==> src/rtl/io_map_pkg.sv <==
// IO address map and status-word layout shared by the IO merger and firmware-facing logic.
//   Word-address bits (wordaddr = byte_addr[15:2], one-hot decode):
//     IO_LED_BIT, IO_UART_BIT, IO_STAT_BIT, IO_HALT_BIT
//   Status word bit positions: STAT_BUSY, STAT_OVF, STAT_CNT_LSB (count in [31:16])
package io_map_pkg;

  localparam int unsigned IO_LED_BIT  = 0;
  localparam int unsigned IO_UART_BIT = 1;
  localparam int unsigned IO_STAT_BIT = 2;
  localparam int unsigned IO_HALT_BIT = 3;

  localparam int unsigned STAT_BUSY    = 9;
  localparam int unsigned STAT_OVF     = 10;
  localparam int unsigned STAT_CNT_LSB = 16;

  function automatic logic [31:0] stat_word(input logic busy, input logic ovf,
                                            input logic [15:0] cnt);
    logic [31:0] w;
    w                              = '0;
    w[STAT_BUSY]                   = busy;
    w[STAT_OVF]                    = ovf;
    w[STAT_CNT_LSB +: 16]          = cnt;
    return w;
  endfunction

endpackage

==> src/rtl/multi_push_fifo.sv <==
// Ring-buffer FIFO accepting up to NPUSH pushes and one pop per cycle.
//   clk, rst       : clock, synchronous active-high reset
//   push_req       : per-slot push request, slot 0 is oldest
//   push_data      : per-slot data, slot i is bits [W*i +: W]
//   pop_req        : consumer ready; a pop happens only when not empty
//   head, valid    : entry at rd_ptr, FIFO non-empty
//   count, free    : registered occupancy and DEPTH - count
//   n_drop         : requests rejected this cycle for lack of space
module multi_push_fifo #(
  parameter int unsigned W     = 8,
  parameter int unsigned DEPTH = 16,
  parameter int unsigned NPUSH = 2
) (
  input  logic                     clk,
  input  logic                     rst,
  input  logic [NPUSH-1:0]         push_req,
  input  logic [NPUSH*W-1:0]       push_data,
  input  logic                     pop_req,
  output logic [W-1:0]             head,
  output logic                     valid,
  output logic [$clog2(DEPTH):0]   count,
  output logic [$clog2(DEPTH):0]   free,
  output logic [$clog2(DEPTH):0]   n_drop
);

  localparam int unsigned PW = $clog2(DEPTH);
  localparam int unsigned CW = PW + 1;

  logic [W-1:0]    mem [DEPTH];
  logic [PW-1:0]   rd_ptr, wr_ptr;
  logic [CW-1:0]   count_q, n_push, n_dropped;
  logic [NPUSH-1:0] accept;
  logic [PW-1:0]   slot [NPUSH];
  logic            pop;

  // Space is judged on the registered count only: a same-cycle pop gives no credit.
  assign free  = CW'(DEPTH) - count_q;
  assign count = count_q;
  assign valid = (count_q != '0);
  assign head  = mem[rd_ptr];
  assign pop   = valid & pop_req;
  assign n_drop = n_dropped;

  // Requesters are packed in slot order into consecutive entries until space runs out.
  always_comb begin
    n_push    = '0;
    n_dropped = '0;
    accept    = '0;
    for (int unsigned i = 0; i < NPUSH; i++) begin
      slot[i] = wr_ptr + n_push[PW-1:0];
      if (push_req[i]) begin
        if (n_push < free) begin
          accept[i] = 1'b1;
          n_push    = n_push + CW'(1);
        end else begin
          n_dropped = n_dropped + CW'(1);
        end
      end
    end
  end

  always_ff @(posedge clk) begin
    if (!rst) begin
      for (int unsigned i = 0; i < NPUSH; i++) begin
        if (accept[i]) mem[slot[i]] <= push_data[i*W +: W];
      end
    end
  end

  always_ff @(posedge clk) begin
    if (rst) begin
      rd_ptr  <= '0;
      wr_ptr  <= '0;
      count_q <= '0;
    end else begin
      wr_ptr  <= wr_ptr + n_push[PW-1:0];
      if (pop) rd_ptr <= rd_ptr + PW'(1);
      count_q <= count_q + n_push - CW'(pop);
    end
  end

endmodule

==> src/rtl/io_uart_merge.sv <==
// N-lane IO write merger: UART transmit queue, LED register, halt strobe, status readback.
//   clk, RESET          : clock, synchronous active-high reset
//   io_wr/io_addr/io_wdata : per-lane IO write, lane k in [32k +: 32]; lane 0 oldest
//   io_rdata            : per-lane combinational status readback
//   uart_data/valid/ready : FIFO head handshake to the UART
//   leds, halt          : LED register, one-cycle halt strobe
//   overflow, drop_count : sticky drop flag and saturating dropped-byte count
module io_uart_merge
  import io_map_pkg::*;
#(
  parameter int unsigned NPORTS = 2,
  parameter int unsigned DEPTH  = 16,
  parameter int unsigned LED_W  = 6,
  parameter int unsigned CNT_W  = 16
) (
  input  logic                 clk,
  input  logic                 RESET,
  input  logic [NPORTS-1:0]    io_wr,
  input  logic [32*NPORTS-1:0] io_addr,
  input  logic [32*NPORTS-1:0] io_wdata,
  output logic [32*NPORTS-1:0] io_rdata,
  output logic [7:0]           uart_data,
  output logic                 uart_valid,
  input  logic                 uart_ready,
  output logic [LED_W-1:0]     leds,
  output logic                 halt,
  output logic                 overflow,
  output logic [CNT_W-1:0]     drop_count
);

  localparam int unsigned CW = $clog2(DEPTH) + 1;

  logic [NPORTS-1:0]   led_hit, uart_hit, stat_hit, halt_hit;
  logic [8*NPORTS-1:0] uart_bytes;
  logic                stat_clear;
  logic [CW-1:0]       count, free, n_drop;
  logic [CNT_W-1:0]    drop_base;
  logic [CNT_W:0]      drop_sum;
  logic [31:0]         status;

  always_comb begin
    stat_clear = 1'b0;
    for (int unsigned k = 0; k < NPORTS; k++) begin
      led_hit[k]  = io_wr[k] & io_addr[32*k + 2 + IO_LED_BIT];
      uart_hit[k] = io_wr[k] & io_addr[32*k + 2 + IO_UART_BIT];
      stat_hit[k] = io_wr[k] & io_addr[32*k + 2 + IO_STAT_BIT];
      halt_hit[k] = io_wr[k] & io_addr[32*k + 2 + IO_HALT_BIT];
      uart_bytes[8*k +: 8] = io_wdata[32*k +: 8];
      if (stat_hit[k] && io_wdata[32*k + STAT_OVF]) stat_clear = 1'b1;
    end
  end

  multi_push_fifo #(.W(8), .DEPTH(DEPTH), .NPUSH(NPORTS)) u_fifo (
    .clk       (clk),
    .rst       (RESET),
    .push_req  (uart_hit),
    .push_data (uart_bytes),
    .pop_req   (uart_ready),
    .head      (uart_data),
    .valid     (uart_valid),
    .count     (count),
    .free      (free),
    .n_drop    (n_drop)
  );

  // A same-cycle clear restarts the count from zero, so a simultaneous drop is still recorded.
  always_comb begin
    drop_base = stat_clear ? '0 : drop_count;
    drop_sum  = {1'b0, drop_base} + (CNT_W+1)'(n_drop);
  end

  always_ff @(posedge clk) begin
    if (RESET) begin
      overflow   <= 1'b0;
      drop_count <= '0;
      leds       <= '0;
      halt       <= 1'b0;
    end else begin
      halt <= |halt_hit;
      if (n_drop != '0) begin
        overflow   <= 1'b1;
        drop_count <= drop_sum[CNT_W] ? '1 : drop_sum[CNT_W-1:0];
      end else if (stat_clear) begin
        overflow   <= 1'b0;
        drop_count <= '0;
      end
      // Ascending lane order: the youngest LED write is the last assignment and wins.
      for (int unsigned k = 0; k < NPORTS; k++) begin
        if (led_hit[k]) leds <= io_wdata[32*k +: LED_W];
      end
    end
  end

  assign status = stat_word(free < CW'(NPORTS), overflow, 16'(count));

  always_comb begin
    for (int unsigned k = 0; k < NPORTS; k++) begin
      io_rdata[32*k +: 32] = io_addr[32*k + 2 + IO_STAT_BIT] ? status : '0;
    end
  end

endmodule

==> config.mk <==
export PLATFORM = sky130hd
export DESIGN_NAME = io_uart_merge
export DESIGN_NICKNAME = d
export VERILOG_FILES = /design/src/rtl/io_map_pkg.sv /design/src/rtl/multi_push_fifo.sv /design/src/rtl/io_uart_merge.sv
export SDC_FILE = /design/constraint.sdc
export NUM_CORES = 1
export LEC_CHECK = 0
export CAP_MARGIN = 25
export CELL_PAD_IN_SITES_DETAIL_PLACEMENT = 1
export CELL_PAD_IN_SITES_GLOBAL_PLACEMENT = 2
export CORE_AREA = 2 2 203 145
export CTS_BUF_LIST = sky130_fd_sc_hd__clkbuf_8
export DETAILED_ROUTE_END_ITERATION = 6
export DIE_AREA = 0 0 205 147
export PLACE_DENSITY = 0.82
export SYNTH_ARGS = -nofsm -noshare
export SYNTH_HDL_FRONTEND = slang
export SYNTH_SLANG_ARGS = --single-unit
==> constraint.sdc <==
create_clock -name clk -period 4.7 [get_ports clk]
set_clock_uncertainty 0.1 [all_clocks]
set_input_delay 0.47 -clock clk [delete_from_list [all_inputs] [get_ports clk]]
set_output_delay 0.47 -clock clk [all_outputs]
set_load 0.02 [all_outputs]
==> results.md <==
* Status: completed
* Synth Area per Inst at 13.66 um2
* Largest driver fanout on the critical path at 11
* Number of inserted diodes at 0
* Number of antenna violations at the first check in global routing at 1
* Netlist cell types at 60
* Share of cells above drive strength 1 at 0.3174
* Min setup slack post-route at 392.9 ps
* Sequential element share of the synthesized area at 0.4791
* Worst slew margin relative to its limit at 0.4620
* Sort of element at the end of the critical path: register
* Maximum operating frequency at 0.2322 GHz
* Die span in x at 205 um
* WL final at 25380 um
* # clock sinks at 169
* Via count at 6026
* Layout filler cell count at 3023
* Pwr/cell area at 366.5 nW/um2
* Vias in the first global route at 6467
* Count of flip-flops with a built-in enable after synthesis at 128
* WP data arrival at 4580 ps
* Count of nets left with antenna violations after detail routing at 0
* GRT met3 Usage at 0.04148
* Async S/R FF share, synth at 0
* M1 GR Usage at 0.2548
* Drt first-iter violations at 362
* Initial core utilization at 0.3432
* Die area at 30140 um2
* Die outline height at 147 um
* Synth top area cells: edfxtp_1, mux2_4, mux4_2
* Final HPWL from detailed placement at 18540 um
* Unrepaired setup endpoints after global routing: no
* Reg2Reg Depth at 17
* R2R setup slack at 390 ps
* Hold path startpoint: overflow$_SDFFE_PP0P_
* Max clock buf depth at 2
* Endpoint of the worst hold-timing path: overflow$_SDFFE_PP0P_
* Leak pwr at 3.974 nW
* Synth warn at 0
* Final Hold Vio Count at 0
* Routing layer with the top usage in global route: met2
* Multi-input combinational cell area at 4558 um2
* Post-CTS clock slew at the launch and capture registers of the worst setup and hold paths at 90 ps
* Fin Setup TNS at 0 ps
* Largest voltage drop on the vdd net at 0.1755 mV
* Worst-Skew Late Latency at 470 ps
* Final Cycle Share at 0.9164
* GR Overflow Total at 0
* Cell Area, Synth at 9737 um2
* Setup Viol. Count Final at 0
* Placement-stage worst setup slack at 170.9 ps
* Initial DRT Pass Iterations at 4
* Overall fraction of global-route tracks in use at 0.1756
* Area share of the largest cell type after synthesis at 0.3948
* Core Footprint at 28370 um2
* GR Layer Usage met2 at 0.2613
* Count of H-tree levels built during CTS at 4
* Max-Cap Viols at 0
* Top FF cell, synth: edfxtp_1
* Routability Congestion at 0.7928
* Worst Setup Path Type: register to register
* Top cell type by total area after synthesis: edfxtp_1
* Reg-to-reg critical path startpoint: u_fifo.count[2]$_SDFF_PP0_
* Post-detailed-route via-to-cell ratio at 5.047
* Crit Reg-Reg Endpoint: drop_count[12]$_SDFF_PP0_
* Max-slew violations at 0
* Crit path launch type: register
* IO Count at 230
* Number of nets in the layout at 958
* Inserted Clock Buffers at 17
* Synthesis-to-layout area growth at 15.50%
* Mean routed wirelength per cell at 21.26 um
* Rows at 52
* Quantity of I/O buffers inserted on ports at 77
* FF+latch area at 4667 um2
* Post-route minimum period at 4307 ps
* Hold path cells at 2
* Data required time at the worst endpoint at 4970 ps
* First-pass GRT wire length at 39350 um
* Post-synthesis cell count at 713
* Setup Fix Bufs, Post-CTS at 0
* Actual slew at the worst max-slew pin at 804.5 ps
* Number of design rule violations left after detail routing at 0
* Cell at the root of the clock tree: clkbuf_8
* Total of flip-flops plus latches after synthesis at 169
* HP Class: register to register
* CTS tree: built
* Hold-fix buffers at CTS at 0
* Maximum number of pins on one net before global-route repair at 33
## cells in the final DEF, fill, tap and decap left out, drive strengths merged, types with 3 or more instances in the layout
cell / n
a21oi: 7
a311oi: 10
and2: 26
and4: 3
buf: 44
clkbuf: 17
clkdlybuf4s50: 77
clkinv: 6
conb: 50
dfxtp: 41
edfxtp: 128
fa: 3
ha: 17
inv: 26
mux2: 128
mux4: 40
nand2: 33
nand2b: 5
nand3: 17
nand4: 6
nor2: 31
nor2b: 6
nor3: 7
nor4: 3
nor4b: 3
o21ai: 20
o21bai: 8
xnor2: 9
xor2: 13
## kinds of logic (layout without fill, tap and decap cells)
family / count (synthesis) / count (layout) / synth area share
AO/OA/AOI/OAI: 60 / 60 / 0.04459
XOR/XNOR: 22 / 22 / 0.01979
other: 1 / 50 / 0.0003851
AND/OR/NAND/NOR: 153 / 153 / 0.08970
multiplexers: 169 / 169 / 0.2663
adder cells (fa/ha/maj): 20 / 20 / 0.02801
buffers and inverters: 119 / 173 / 0.07222
flip-flops: 169 / 169 / 0.4791
## routing by layer
layer | share of wire | routed length (um)
met1 | 0.46 | 11690
met2 | 0.45 | 11320
met3 | 0.081 | 2054
met4 | 0.012 | 311
met5 | 0.00039 | 10
## registers in the layout (all words and copies together) (netlist names), named ones only
signal / flops
drop_count: 16
u_fifo.wr_ptr: 4
leds: 6
u_fifo.count: 5
overflow: 1
u_fifo.rd_ptr: 4
u_fifo.mem: 128
halt: 1
## critical path: stages (launching register included)
cell and delay, ps:
dfxtp_1 430, inv_1 100, ha_1 210, and2_1 150, ha_1 290, nor2b_1 300, o2111ai_1 220, nand2_1 110
ha_1 140, o21a_1 130, ha_1 180, inv_1 60, fa_1 400, nor2_1 170, nand3_1 140, or4_1 550
or3_4 430, o311ai_1 100
## cell usage after synthesis, types with 2 or more instances
cell and number:
nor2b_1 6, xor2_1 13, clkbuf_1 30, o21bai_1 8
nor3_1 6, dfxtp_1 41, nand4_1 6, nand2b_1 5
and4_1 3, xnor2_1 9, nor4b_4 2, or3_1 2
and2_1 26, a21oi_1 7, inv_1 22, nand3_1 17
o21ai_1 7, fa_1 3, buf_4 50, mux2_2 64
mux4_2 40, and3b_1 2, buf_1 2, ha_1 17
edfxtp_1 128, nand3b_1 2, a21o_1 2, mux2_4 64
nand2_1 25, nor2_1 31, or2_2 2, a211oi_1 2
nand2_2 8, buf_2 7, a311oi_1 10, o21ai_0 12
buf_6 8, and3_1 2
## where the power goes
group          switching (W)  internal [W]
sequential         0.0000924       0.00168
combinational       0.000676      0.000646
clock               0.000565      0.000463
## per-stage QoR
step / utilization / std cells / total power [W] / hold slack [ps] / area (um2)
after detailed placement: 0.3823 / 1160 / 0.003136 / 387.9 / 10850
final: 0.3964 / 1194 / 0.004122 / 406.7 / 11250
after CTS: 0.3952 / 1190 / 0.004156 / 402.7 / 11210
after global placement: 0.3823 / 1160 / 0.003093 / 374.8 / 10850
after global routing: 0.3964 / 1194 / 0.004325 / 428.3 / 11250
after floorplan: - / 762 / 0.002725 / 384.7 / 9921
## final cells by class
class | count | area share
clock buffers | 17 | 0.02081
clock inverters | 13 | 0.01157
inverters | 22 | 0.007343
multi-input cells | 474 | 0.4053
flip-flops and latches | 169 | 0.4150
well taps | 378 | 0.04206
repair buffers | 121 | 0.09791
## how the worst max path moves through the flow
| stage | to | start | slack [ps] | cells past startpoint |
|---|---|---|---|---|
| 4_1_cts | drop_count[12]$_SDFF_PP0_ | u_fifo.count[3]$_SDFF_PP0_ | 130 | 17 |
| 3_5_place_dp | drop_count[12]$_SDFF_PP0_ | u_fifo.count[3]$_SDFF_PP0_ | 170 | 17 |
| 5_1_grt | drop_count[12]$_SDFF_PP0_ | u_fifo.count[1]$_SDFF_PP0_ | 50 | 17 |
| 3_3_place_gp | drop_count[12]$_SDFF_PP0_ | u_fifo.count[3]$_SDFF_PP0_ | 270 | 17 |
| 6_report | drop_count[12]$_SDFF_PP0_ | u_fifo.count[2]$_SDFF_PP0_ | 390 | 17 |
| 2_1_floorplan | drop_count[10]$_SDFF_PP0_ | u_fifo.count[0]$_SDFF_PP0_ | 510 | 17 |
## what timing repair did
action	4_1_cts	5_1_grt
hold endpoints to repair	0	0
setup endpoints to repair	0	11
resized for setup	0	2
Note: power is estimated with default switching activity, not from simulation.
